$ cat src/rtl/dm163_row_scanner.sv
// dm163_row_scanner: frame-buffer to DM163 serial refresh engine.
// Fetches one row of 24-bit pixels, shifts it out MSB first on s_sda/s_clk
// while the previous row is still lit, then blanks, latches and lights the
// freshly shifted row.
// Optional build macro DM163_SCANNER_DIM_EN adds a 4-bit dim input that
// switches each row off before the end of its hold time.
module dm163_row_scanner #(
   parameter int N_ROWS    = 8,
   parameter int N_COLS    = 8,
   parameter int CLK_DIV   = 2,
   parameter int ROW_HOLD  = 1024,
   parameter int BLANK_CYC = 4
) (
   input  logic                                        clk,
   input  logic                                        rst,
   input  logic                                        enable,
`ifdef DM163_SCANNER_DIM_EN
   input  logic [3:0]                                  dim,
`endif
   output logic                                        fb_rd,
   output logic [$clog2(N_ROWS)+$clog2(N_COLS)-1:0]    fb_addr,
   input  logic [23:0]                                 fb_data,
   output logic                                        s_sda,
   output logic                                        s_clk,
   output logic                                        lat,
   output logic [N_ROWS-1:0]                           channel,
   output logic                                        frame_start,
   output logic                                        busy
);

   localparam int ROW_W  = $clog2(N_ROWS);
   localparam int COL_W  = $clog2(N_COLS);
   localparam int HOLD_W = $clog2(ROW_HOLD) + 1;
   localparam int DIV_W  = $clog2(2 * CLK_DIV);
   localparam int BLK_W  = $clog2(BLANK_CYC);

   localparam logic [HOLD_W-1:0] HOLD_MAX = '1;
   localparam logic [HOLD_W-1:0] HOLD_TGT = HOLD_W'(ROW_HOLD);
   localparam logic [DIV_W-1:0]  DIV_LAST = DIV_W'(2 * CLK_DIV - 1);
   localparam logic [DIV_W-1:0]  DIV_HIGH = DIV_W'(CLK_DIV - 1);
   localparam logic [COL_W-1:0]  COL_LAST = COL_W'(N_COLS - 1);
   localparam logic [ROW_W-1:0]  ROW_LAST = ROW_W'(N_ROWS - 1);
   localparam logic [BLK_W-1:0]  BLK_SHOW = BLK_W'(BLANK_CYC - 2);
   localparam logic [BLK_W-1:0]  BLK_LAST = BLK_W'(BLANK_CYC - 1);

   typedef enum logic [2:0] {
      IDLE,
      FETCH,
      WAIT,
      SHIFT,
      HOLDWAIT,
      BLANK
   } state_t;

   state_t              state;
   logic [ROW_W-1:0]    row;
   logic [COL_W-1:0]    col;
   logic [22:0]         shreg;
   logic [4:0]          bit_cnt;
   logic [DIV_W-1:0]    div_cnt;
   logic [BLK_W-1:0]    blank_cnt;
   logic [HOLD_W-1:0]   hold_cnt;
   logic [ROW_W-1:0]    row_next;
   logic [N_ROWS-1:0]   row_onehot;
   logic                dim_cut;

   assign row_next   = (row == ROW_LAST) ? '0 : row + ROW_W'(1);
   assign row_onehot = N_ROWS'(1) << row;

`ifdef DM163_SCANNER_DIM_EN
   // Dimming turns the lit row off once the hold counter passes a threshold
   // that moves earlier by ROW_HOLD/16 per dim step; dim=0 never cuts.
   localparam int HOLD_STEP = ROW_HOLD >> 4;
   logic [HOLD_W+3:0] dim_thresh;
   assign dim_thresh = (HOLD_W+4)'(ROW_HOLD) - (HOLD_W+4)'(dim) * (HOLD_W+4)'(HOLD_STEP);
   assign dim_cut    = (dim != 4'd0) && ({4'b0000, hold_cnt} >= dim_thresh);
`else
   assign dim_cut = 1'b0;
`endif

   // Scan sequencer: every output is assigned on the transition into the
   // state it belongs to, so what is seen on the pins matches the state.
   // Within a bit, s_sda changes at the start of the low half and s_clk
   // rises halfway, giving the DM163 a full half-period of setup.
   always_ff @(posedge clk) begin
      if (rst) begin
         state       <= IDLE;
         row         <= '0;
         col         <= '0;
         shreg       <= '0;
         bit_cnt     <= '0;
         div_cnt     <= '0;
         blank_cnt   <= '0;
         hold_cnt    <= '0;
         fb_rd       <= 1'b0;
         fb_addr     <= '0;
         s_sda       <= 1'b0;
         s_clk       <= 1'b0;
         lat         <= 1'b0;
         channel     <= '0;
         frame_start <= 1'b0;
         busy        <= 1'b0;
      end else begin
         fb_rd       <= 1'b0;
         lat         <= 1'b0;
         frame_start <= 1'b0;
         if (hold_cnt != HOLD_MAX) begin
            hold_cnt <= hold_cnt + HOLD_W'(1);
         end

         case (state)
            IDLE: begin
               channel <= '0;
               busy    <= 1'b0;
               if (enable) begin
                  row      <= '0;
                  col      <= COL_LAST;
                  hold_cnt <= HOLD_MAX;
                  fb_rd    <= 1'b1;
                  fb_addr  <= {ROW_W'(0), COL_LAST};
                  busy     <= 1'b1;
                  state    <= FETCH;
               end
            end

            FETCH: begin
               state <= WAIT;
            end

            WAIT: begin
               s_sda   <= fb_data[23];
               shreg   <= fb_data[22:0];
               bit_cnt <= '0;
               div_cnt <= '0;
               state   <= SHIFT;
            end

            SHIFT: begin
               if (div_cnt == DIV_LAST) begin
                  div_cnt <= '0;
                  s_clk   <= 1'b0;
                  if (bit_cnt == 5'd23) begin
                     if (col != '0) begin
                        col     <= col - COL_W'(1);
                        fb_rd   <= 1'b1;
                        fb_addr <= {row, col - COL_W'(1)};
                        state   <= FETCH;
                     end else begin
                        state <= HOLDWAIT;
                     end
                  end else begin
                     bit_cnt <= bit_cnt + 5'd1;
                     s_sda   <= shreg[22];
                     shreg   <= {shreg[21:0], 1'b0};
                  end
               end else begin
                  div_cnt <= div_cnt + DIV_W'(1);
                  s_clk   <= (div_cnt >= DIV_HIGH);
               end
            end

            HOLDWAIT: begin
               if (hold_cnt >= HOLD_TGT) begin
                  channel   <= '0;
                  blank_cnt <= '0;
                  state     <= BLANK;
               end
            end

            BLANK: begin
               blank_cnt <= blank_cnt + BLK_W'(1);
               if (blank_cnt == '0) begin
                  lat <= 1'b1;
               end
               if (blank_cnt == BLK_SHOW) begin
                  channel     <= row_onehot;
                  hold_cnt    <= '0;
                  frame_start <= (row == '0);
               end
               if (blank_cnt == BLK_LAST) begin
                  row <= row_next;
                  col <= COL_LAST;
                  if (enable) begin
                     fb_rd   <= 1'b1;
                     fb_addr <= {row_next, COL_LAST};
                     state   <= FETCH;
                  end else begin
                     channel <= '0;
                     busy    <= 1'b0;
                     state   <= IDLE;
                  end
               end
            end

            default: begin
               state <= IDLE;
            end
         endcase

         if (dim_cut && state != IDLE && state != BLANK) begin
            channel <= '0;
         end
      end
   end

endmodule

$ cat config.mk
export PLATFORM = sky130hd
export DESIGN_NAME = dm163_row_scanner
export DESIGN_NICKNAME = d
export VERILOG_FILES = /design/src/rtl/dm163_row_scanner.sv
export SDC_FILE = /design/constraint.sdc
export NUM_CORES = 1
export LEC_CHECK = 0
export CAP_MARGIN = 30
export CORE_MARGIN = 2
export CORE_UTILIZATION = 33
export CTS_BUF_LIST = sky130_fd_sc_hd__clkbuf_2
export DETAILED_ROUTE_END_ITERATION = 6
export PLACE_DENSITY_LB_ADDON = 0.05
export SLEW_MARGIN = 20
export SYNTH_ARGS = -nofsm -noshare
export SYNTH_HDL_FRONTEND = slang
export SYNTH_SLANG_ARGS = --single-unit
$ cat constraint.sdc
create_clock -name clk -period 4.2 [get_ports clk]
set_input_delay 0.84 -clock clk [delete_from_list [all_inputs] [get_ports clk]]
set_output_delay 0.84 -clock clk [all_outputs]
set_load 0.02 [all_outputs]
==> results.json <==
{
  "slew_viol_final": 0,
  "fmax_ghz": 0.400,
  "gp_congestion": 0.795,
  "finalPower_mw": 1.58,
  "final_cell_area_um2": 4330,
  "cts-root-buf": "clkbuf_2",
  "clkLatencyLatePin_ns": 0.53,
  "routed_wl_um": 9240,
  "viasPerCell": 5.41,
  "synthFlopType": "dfxtp_1",
  "arrival_ns": 2.91,
  "status": "completed",
  "whs_ns": 0.469,
  "post_cts_buffers": 0,
  "cellPowerDensity_nw_per_um2": 365,
  "avgSynthCellArea_um2": 8.71,
  "rsz0062_at_grt": "false",
  "yosys_warnings": 0,
  "cp_slowest_cell": "dfxtp_1",
  "yosysTopAreaCell": "dfxtp_1",
  "cts_max_path_buffers": 2,
  "diodes": 0,
  "cts_tree": "yes",
  "fin_skew_ns": 0.0148,
  "synth_top_area_frac": 0.391,
  "slew_headroom": 0.412,
  "drive_gt1_frac": 0.0846,
  "synth_edf_count": 0,
  "synth_cells": 423,
  "postCtsHoldBufs": 0,
  "post_drt_wl_per_cell_um": 15.4,
  "design.final.nets": 497,
  "fp.dieW_um": 110,
  "drc": 0,
  "grt_max_degree": 47,
  "fp.coreArea_um2": 10800,
  "overflow": 0,
  "first_pass_iters": 4,
  "track_usage": 0.161,
  "fillers": 1139,
  "cp_max_fo": 23,
  "num_vias": 3249,
  "clock-sinks": 72,
  "dieArea_um2": 12000,
  "period_needed_ns": 2.50,
  "netlist_top_cells_area": "dfxtp_1 (39%), a21oi_1 (6.8%), nand2_1 (6.4%), a311oi_1 (5.7%), ha_1 (4.8%)",
  "hold_viol": 0,
  "cp_top_family": "flip-flops",
  "htreeDepth": 3,
  "hold_path_class": "reg2reg",
  "ys_ff_latch": 72,
  "required_ns": 4.61,
  "max_cap_viol_count": 0,
  "synth_cell_types": 66,
  "ant_nets": 0,
  "grt_pass1_wl_um": 15100,
  "clk_pin_slew_ns": 0.20,
  "p_leak_nw": 1.51,
  "setup_slack_ns": 1.70,
  "drt_iter0_drc": 136,
  "crit_path_cell_trace": "inv_1 > a2111oi_4 > mux2i_1 > nor2_1",
  "chipHeight_um": 110,
  "worstSetupEndpointType": "flop",
  "cp-start-kind": "flop",
  "syn_area_um2": 3680,
  "grt_antenna_before_repair": 0,
  "fin_setup_tns_ns": 0,
  "area.growth.synth_to_final_pct": 17.6,
  "cp_num_buf_inv": 1,
  "dp_hpwl_um": 6230,
  "cts_resized": 0,
  "cts_buffers": 9,
  "rows": 38,
  "first_global_vias": 2926,
  "finalSetupViolations": 0,
  "dp_slack_ns": 1.55,
  "tightestPinTransition_ns": 0.880,
  "io_buffers": 46,
  "synth_fp_nets": 464,
  "critPathMaxStageDelay_ns": 0.92,
  "io_pins": 47,
  "postSynth.asyncResetShare": 0,
  "post-route-period-util": 0.595,
  "start_util": 0.340,
  "crit_type": "reg2reg",
  "yosysSeqAreaShare": 0.391,
  "ir_drop_mv": 0.165,
  "placedInstanceArea_um2": 4220
}
## cell usage in the layout (no fill, tap or decap), types with 5 or more instances in the layout
master / n
mux2i_1: 5
or4_1: 5
nor2b_1: 6
o21a_1: 5
clkdlybuf4s50_1: 46
a311oi_1: 24
nand2b_1: 7
o21ai_0: 14
nor3_1: 6
o31ai_1: 6
dfxtp_1: 72
nand2_1: 63
ha_1: 14
nand4_1: 7
nand3_1: 15
nor2_1: 13
inv_1: 15
clkbuf_2: 11
a21oi_1: 50
## final cells by class
| class | count | area (µm²) | share of cell area |
|---|---|---|---|
| clock buffers | 11 | 55.1 | 0.0127 |
| clock inverters | 5 | 47.5 | 0.0110 |
| inverters | 15 | 56.3 | 0.0130 |
| multi-input cells | 307 | 2030 | 0.469 |
| flip-flops and latches | 72 | 1440 | 0.333 |
| well taps | 140 | 175 | 0.0405 |
| repair buffers | 51 | 526 | 0.121 |
## routing by layer
layer / routed length (µm) / track usage
met5: 0 / 0
met2: 4050 / 0.233
met3: 227 / 0.0273
met1: 4790 / 0.233
met4: 162 / 0.0705
## metrics by stage
step | utilization | cells
finish | 0.399 | 601
global route | 0.399 | 601
CTS | 0.398 | 600
detailed placement | 0.389 | 584
global placement | 0.385 | 582
floorplan | - | 423
## kinds of logic after synthesis
| group | synth area share |
|---|---|
| AND/OR/NAND/NOR | 0.215 |
| AO/OA/AOI/OAI | 0.267 |
| flip-flops | 0.391 |
| buffers and inverters | 0.0581 |
| adder cells (fa/ha/maj) | 0.0476 |
| multiplexers | 0.0136 |
| XOR/XNOR | 0.00714 |
## cells in the mapped netlist (3+ instances only)
| cell type | count |
|---|---|
| dfxtp_1 | 72 |
| nand2_1 | 63 |
| a21oi_1 | 50 |
| a311oi_1 | 24 |
| inv_1 | 15 |
| nand3_1 | 15 |
| ha_1 | 14 |
| nor2_1 | 14 |
| o21ai_0 | 14 |
| buf_2 | 11 |
| clkbuf_1 | 10 |
| nand2b_1 | 7 |
| nand4_1 | 7 |
| nor2b_1 | 6 |
| nor3_1 | 6 |
| o31ai_1 | 6 |
| mux2i_1 | 5 |
| o21a_1 | 5 |
| or4_1 | 5 |
| a22oi_1 | 4 |
| buf_6 | 4 |
| o21ai_1 | 4 |
| a211oi_1 | 3 |
| a31oi_1 | 3 |
| o311ai_0 | 3 |
| or3_1 | 3 |
## state kept, by name, indices dropped and copies added, names as in the netlist, 2 cells and up
signal	flops
col	3
fb_addr	6
hold_cnt	11
row	3
div_cnt	2
channel	8
blank_cnt	2
shreg	23
bit_cnt	5
state	3
## worst paths after layout
check | startpoint | cells past startpoint | slack (ns) | to
worst max register to register | state[0] | 4 | 1.70 | channel[3]
worst min-delay path | col[0] | 1 | 0.47 | fb_addr[0]
worst max-delay path | state[0] | 4 | 1.70 | channel[3]
worst min register to register | col[0] | 1 | 0.47 | fb_addr[0]
## power by group
group	leakage [nW]	switching, mW	internal [mW]
Combinational	0.853	0.214	0.160
Clock	0.0708	0.246	0.137
Sequential	0.589	0.0702	0.752
Power figures use the tool's default switching activity.
